`config.mk`:
```
export PLATFORM = sky130hd
export DESIGN_NAME = gcd_ctrl
export DESIGN_NICKNAME = d
export VERILOG_FILES = /design/src/rtl/gcd_ctrl.sv
export SDC_FILE = /design/constraint.sdc
export NUM_CORES = 1
export LEC_CHECK = 0
export BUFFER_PORTS_ARGS = -buffer_cell sky130_fd_sc_hd__buf_2
export CAP_MARGIN = 20
export CORE_MARGIN = 5
export CORE_UTILIZATION = 50
export CTS_CLUSTER_SIZE = 24
export DETAILED_ROUTE_END_ITERATION = 12
export GPL_ROUTABILITY_DRIVEN = 0
export GPL_TIMING_DRIVEN = 1
export PLACE_DENSITY = 0.75
export RECOVER_POWER = 25
export SKIP_LAST_GASP = 1
export SLEW_MARGIN = 5
export SYNTH_ARGS = -nofsm -noshare
export SYNTH_HDL_FRONTEND = slang
export SYNTH_SLANG_ARGS = --single-unit
```
`constraint.sdc`:
```
create_clock -name clk -period 4.8 [get_ports clk]
set_clock_uncertainty 0.1 [all_clocks]
set_input_delay 1.44 -clock clk [delete_from_list [all_inputs] [get_ports clk]]
set_output_delay 1.44 -clock clk [all_outputs]
set_load 0.02 [all_outputs]
```
`src/rtl/gcd_ctrl.sv`:
```
// gcd_ctrl
//   Sequencer for a 7-bit subtractive Euclidean GCD datapath. The datapath
//   holds operand registers A and B, their input muxes, a subtractor and a
//   comparator.
//   After loading the operands, the controller alternates between two kinds of
//   step until B == 0:
//     - CHECK, followed by SUB  (A <= A-B), or
//     - CHECK, followed by SWAP (A <= B, B <= A).
//   The result is left in A.
//
// Ports
//   clk       rising-edge clock
//   rst       asynchronous reset, active-high
//   start     request a new computation (only honoured in IDLE)
//   abort     synchronous cancel, returns to IDLE without a done pulse
//   a_lt_b    datapath status: A < B (unsigned)
//   b_eq_0    datapath status: B == 0
//   a_sel     A mux:        1 = external operand, 0 = feedback t1
//   t1_sel    feedback mux: 0 = A-B, 1 = B
//   b_sel     B mux:        1 = external operand, 0 = A
//   a_ld      A register load enable
//   b_ld      B register load enable
//   busy      high in LOAD/CHECK/SUB/SWAP
//   done      one-cycle completion pulse
//   err       sticky runaway flag, cleared by the next accepted start
//   iter_cnt  SUB+SWAP steps in the current/last run
//
// State table
//   state   | meaning
//   IDLE    | waiting for start, all strobes low
//   LOAD    | capture external operands into A and B
//   CHECK   | evaluate datapath status, pick next step
//   SUB     | A <= A - B
//   SWAP    | A <= B, B <= A on the same edge
//   DONE    | one-cycle done pulse, then back to IDLE
module gcd_ctrl #(
  parameter int CNT_W    = 8,
  parameter int MAX_ITER = 255   // must not exceed 2**CNT_W-1
) (
  input  logic             clk,
  input  logic             rst,
  input  logic             start,
  input  logic             abort,
  input  logic             a_lt_b,
  input  logic             b_eq_0,
  output logic             a_sel,
  output logic             t1_sel,
  output logic             b_sel,
  output logic             a_ld,
  output logic             b_ld,
  output logic             busy,
  output logic             done,
  output logic             err,
  output logic [CNT_W-1:0] iter_cnt
);

  typedef enum logic [2:0] {
    S_IDLE,
    S_LOAD,
    S_CHECK,
    S_SUB,
    S_SWAP,
    S_DONE
  } state_t;

  localparam logic [CNT_W-1:0] ITER_LIMIT = CNT_W'(MAX_ITER);

  state_t           state;
  state_t           state_nxt;
  logic [CNT_W-1:0] iter_nxt;
  logic             err_nxt;

  // Strobe decode, ordered {a_sel, t1_sel, b_sel, a_ld, b_ld, busy, done}.
  // Selects belonging to a register that is not being loaded are held at 0.
  function automatic logic [6:0] strobes(input state_t s);
    logic [6:0] v;
    v = 7'b0;
    case (s)
      S_LOAD:  v = 7'b1011110;
      S_CHECK: v = 7'b0000010;
      S_SUB:   v = 7'b0001010;
      S_SWAP:  v = 7'b0101110;
      S_DONE:  v = 7'b0000001;
      default: v = 7'b0;
    endcase
    return v;
  endfunction

  always_comb begin
    state_nxt = state;
    iter_nxt  = iter_cnt;
    err_nxt   = err;
    if (abort) begin
      // Cancel: counter and error flag keep their values for inspection.
      state_nxt = S_IDLE;
    end else begin
      case (state)
        S_IDLE: begin
          if (start) begin
            state_nxt = S_LOAD;
            iter_nxt  = '0;
            err_nxt   = 1'b0;
          end
        end
        S_LOAD:  state_nxt = S_CHECK;
        S_CHECK: begin
          if (b_eq_0) begin
            state_nxt = S_DONE;
          end else if (iter_cnt == ITER_LIMIT) begin
            // Runaway guard: stop before another increment could wrap.
            state_nxt = S_DONE;
            err_nxt   = 1'b1;
          end else if (a_lt_b) begin
            state_nxt = S_SWAP;
          end else begin
            state_nxt = S_SUB;
          end
        end
        S_SUB, S_SWAP: begin
          state_nxt = S_CHECK;
          if (iter_cnt != ITER_LIMIT) begin
            iter_nxt = iter_cnt + CNT_W'(1);
          end
        end
        S_DONE:  state_nxt = S_IDLE;
        default: state_nxt = S_IDLE;
      endcase
    end
  end

  // Outputs are registered from the next-state decode, so they always match
  // the state currently held (Moore behaviour without a decode delay).
  always_ff @(posedge clk or posedge rst) begin
    if (rst) begin
      state    <= S_IDLE;
      iter_cnt <= '0;
      err      <= 1'b0;
      a_sel    <= 1'b0;
      t1_sel   <= 1'b0;
      b_sel    <= 1'b0;
      a_ld     <= 1'b0;
      b_ld     <= 1'b0;
      busy     <= 1'b0;
      done     <= 1'b0;
    end else begin
      state    <= state_nxt;
      iter_cnt <= iter_nxt;
      err      <= err_nxt;
      {a_sel, t1_sel, b_sel, a_ld, b_ld, busy, done} <= strobes(state_nxt);
    end
  end

endmodule

```
==> impl_summary.txt <==
----------------------------------------------------
[Synthesis]
  FFs w/ async S/R, synth ... between 90% and 100%
  Avg Inst Size Synth ... ~9.8 um2
  Synth unique cells ... 41
  Synthesized instance count ... a little under 100
  Post-synth top area cell ... sky130_fd_sc_hd__dfrtp_1
  Most instantiated flip-flop cell in the synthesis netlist ... sky130_fd_sc_hd__dfrtp_1
  Seq/Total Area, Yosys ... between 40% and 50%
  Flop and latch count out of synthesis ... 18
  Warning count from the yosys run ... 0
  Post-Synthesis Net Count ... around 110
  Post-synth EDFFs ... 0
  Cell Area, Synth ... roughly 950 um2
  Top post-synthesis cells by area ... sky130_fd_sc_hd__dfrtp_1, sky130_fd_sc_hd__a311oi_4, sky130_fd_sc_hd__a21oi_1
  Area share of the largest cell type after synthesis ... 47.2%

[Placed design]
  Standard cell area after detailed placement ... approximately 1100 um2
  # port buffers ... 21
  Half-perimeter wire length after placement ... about 1.4 mm

[Worst setup path]
  Largest fanout on the critical path ... 5
  List of cells traversed by the critical path ... buf_2 > nor3_1 > nand2_1 > or2_1 > ha_1 > inv_1 > and3_1 > a31o_1 > a21o_1
  Slowest CP cell ... sky130_fd_sc_hd__nor3_1
  Data arrival time of the critical path ... 3.10 ns
  R2r endpoint ... busy$_DFF_PP0_
  Reg-to-reg slack, setup ... between 2 and 2.5 ns
  Startpoint types ... input port
  Worst Setup Path Type ... in2reg
  Maximum cell stage delay along the critical path ... roughly 0.3 ns
  Path depth of the worst reg2reg path ... 11
  CP Data Required Time ... 4.89 ns
  Crit end category ... register
  Reg2reg start ... iter_cnt[0]$_DFFE_PP0P_

[Die]
  Die span in x ... around 54 um
  DIE AREA ... about 2900 um2
  Vertical extent of the die ... 53.7 um
  I/O pin count ... 22
  Core Footprint ... ~1800 um2
  Floorplan row count ... 15
  Starting density of the core ... approximately 54%

[Timing]
  RSZ-0062 raised after global routing ... no
  Final critical-path share of the clock period ... 62.7%
  Highest attainable clock frequency ... 332 MHz
  Setup violators final ... 0
  Final number of max-transition violations ... 0
  Final total negative setup slack ... 0 ns
  Final Hold Fails ... 0
  Worst slew margin ... a little under three fifths
  Transition time at the pin with the least slew margin ... roughly 0.66 ns
  Post-layout min period ... roughly 3 ns
  Final hold slack ... 0.439 ns

[Flow run]
  Max-capacitance violation count ... 0

[Min path]
  Launch instance of the worst min-delay path ... err$_DFFE_PP0P_
  Class of the tightest hold or removal check ... reg2reg
  Cell depth of the worst hold path ... 2
  End point of the most critical hold path ... err$_DFFE_PP0P_

[Power and ir drop]
  Combinational share of power ... between 10% and 20%
  Switching share of total power ... roughly 28%
  Part of the total power dissipated in sequential elements ... a little over half
  Static leakage ... around 0.57 nW
  IR drop worst, VDD ... around 0.17 mV
  Net load switching power ... between 80 and 90 uW
  Clock power frac ... a little under a third
  Power per cell area ... 276 nW/um2
  Internal power of the cells ... between 200 and 250 uW

[Routing]
  Post-route ant nets ... 0
  Via Count ... between 700 and 800
  Starting DRT DRC Count ... 15
  Average detailed-routed wire length per instance ... about 13 um
  Avg Vias per Cell ... approximately 5.5
  Pre-antenna DRT Iters ... 4
  Final WL ... 1.93 mm
  Post-detailed-route DRC marker count ... 0

[Finish]
  Number of nets in the layout ... 127
  Area of all placed cells without fillers ... roughly 1100 um2
  Layout Utilization ... between 60% and 70%
  Diodes inserted ... 0
  Area Overhead vs Synth ... 15.1%
  Most frequent standard cell in the layout excluding fill and tap cells ... sky130_fd_sc_hd__buf_2
  Highest-count cells in the layout ignoring fill and taps ... sky130_fd_sc_hd__buf_2, sky130_fd_sc_hd__dfrtp_1, sky130_fd_sc_hd__nand2_1, sky130_fd_sc_hd__inv_1
  Share of post-route cells with drive strength above 1 ... between 20 and 30%

[Clock network]
  CTS clock-pin slew for the worst setup and hold paths ... approximately 0.11 ns
  Clock insertion delay at the later pin of the skew report ... 0.30 ns
  Clock Path Buffers ... 2
  Cell chosen for the clock root ... sky130_fd_sc_hd__clkbuf_4
  Clock sinks ... 18
  CTS H-tree depth ... 1
  Hold-fix buffers, CTS ... 0
  Post-CTS Setup Repair Bufs ... 0
  Cts repair resizes ... 0
  TritonCTS clock tree ... yes
  CTS buffer count ... 3

[Run status]
  Status ... complete, no violations

[GRT]
  Total congestion overflow after global routing ... 0
  Largest net degree at the start of global routing ... 19
  Number of global-route vias before repair ... just over 700
  Global-route wire length before repair ... between 3 and 4 mm
  All-Layer GR Usage ... 15.2%
  Initial antenna violation count ... 0

----------------------------------------------------
-- power groups by stage --
stage                     Clock [mW]  Sequential [mW]  Combinational [mW]
after detailed placement           0            0.167              0.0434
after CTS                     0.0971            0.164              0.0437
after global routing           0.105            0.166              0.0481
after global placement             0            0.167              0.0428
final                         0.0953            0.165              0.0430
after floorplan                    0            0.169              0.0308
-- registers in the layout, indices dropped and copies added, names as in the netlist --
name      count
iter_cnt      8
state         3
a_ld          1
a_sel         1
b_ld          1
busy          1
done          1
err           1
t1_sel        1
-- synthesized netlist by cell type, types with 3 or more instances --
master / instances
sky130_fd_sc_hd__o211ai_1: 3
sky130_fd_sc_hd__o21ai_0: 5
sky130_fd_sc_hd__inv_1: 6
sky130_fd_sc_hd__nor2_1: 5
sky130_fd_sc_hd__nand2_1: 6
sky130_fd_sc_hd__dfrtp_1: 18
sky130_fd_sc_hd__nand3_1: 5
sky130_fd_sc_hd__or3_1: 3
sky130_fd_sc_hd__a21oi_1: 5
sky130_fd_sc_hd__nor3_1: 4
-- through the flow --
stage / total power [mW] / worst slack [ns] / cells
3_3_place_gp: 0.210 / 1.59 / 139
5_1_grt: 0.319 / 1.66 / 143
4_1_cts: 0.305 / 1.77 / 143
3_5_place_dp: 0.211 / 1.48 / 139
2_1_floorplan: 0.200 / 1.81 / 97
6_report: 0.303 / 1.79 / 143
-- worst max path at each step --
stage                     slack [ns]             end  start
after detailed placement        1.48  busy$_DFF_PP0_  abort
final                           1.79  busy$_DFF_PP0_  abort
after global routing            1.66  busy$_DFF_PP0_  abort
after floorplan                 1.81  busy$_DFF_PP0_  abort
after global placement          1.59  busy$_DFF_PP0_  abort
after CTS                       1.77  busy$_DFF_PP0_  abort
-- critical path: cells and delay by family --
family / cells / cell delay, ns
fa+ha+maj: 1 / 0.27
simple gates: 4 / 0.83
buf+inv: 2 / 0.18
compound gates: 2 / 0.38
-- logic make-up (layout without fill, tap and decap cells) --
group | after synthesis | count (layout) | synth area share, %
XOR/XNOR | 1 | 1 | 0.918
buffers and inverters | 11 | 32 | 5.77
AND/OR/NAND/NOR | 40 | 40 | 23.9
adder cells (fa/ha/maj) | 2 | 2 | 2.62
flip-flops | 18 | 18 | 47.2
AO/OA/AOI/OAI | 25 | 25 | 19.7
-- final cells by class --
type	instances	area [um2]
sequential	18	450
tap	25	31.3
timing repair buffer	21	105
clock buffer	4	36.3
multi-input combinational	68	449
fill	158	666
inverter	7	26.3
-- routing by layer --
metal  GRT usage (%)  vias to the layer above  wire length (um)
li1                -                      397                 -
met1            18.6                      364               883
met2            25.6                       24               922
met3            4.16                        2               106
met4            5.11                        0                18
met5               0                        -                 0
Note: power is estimated with default switching activity, not from simulation.
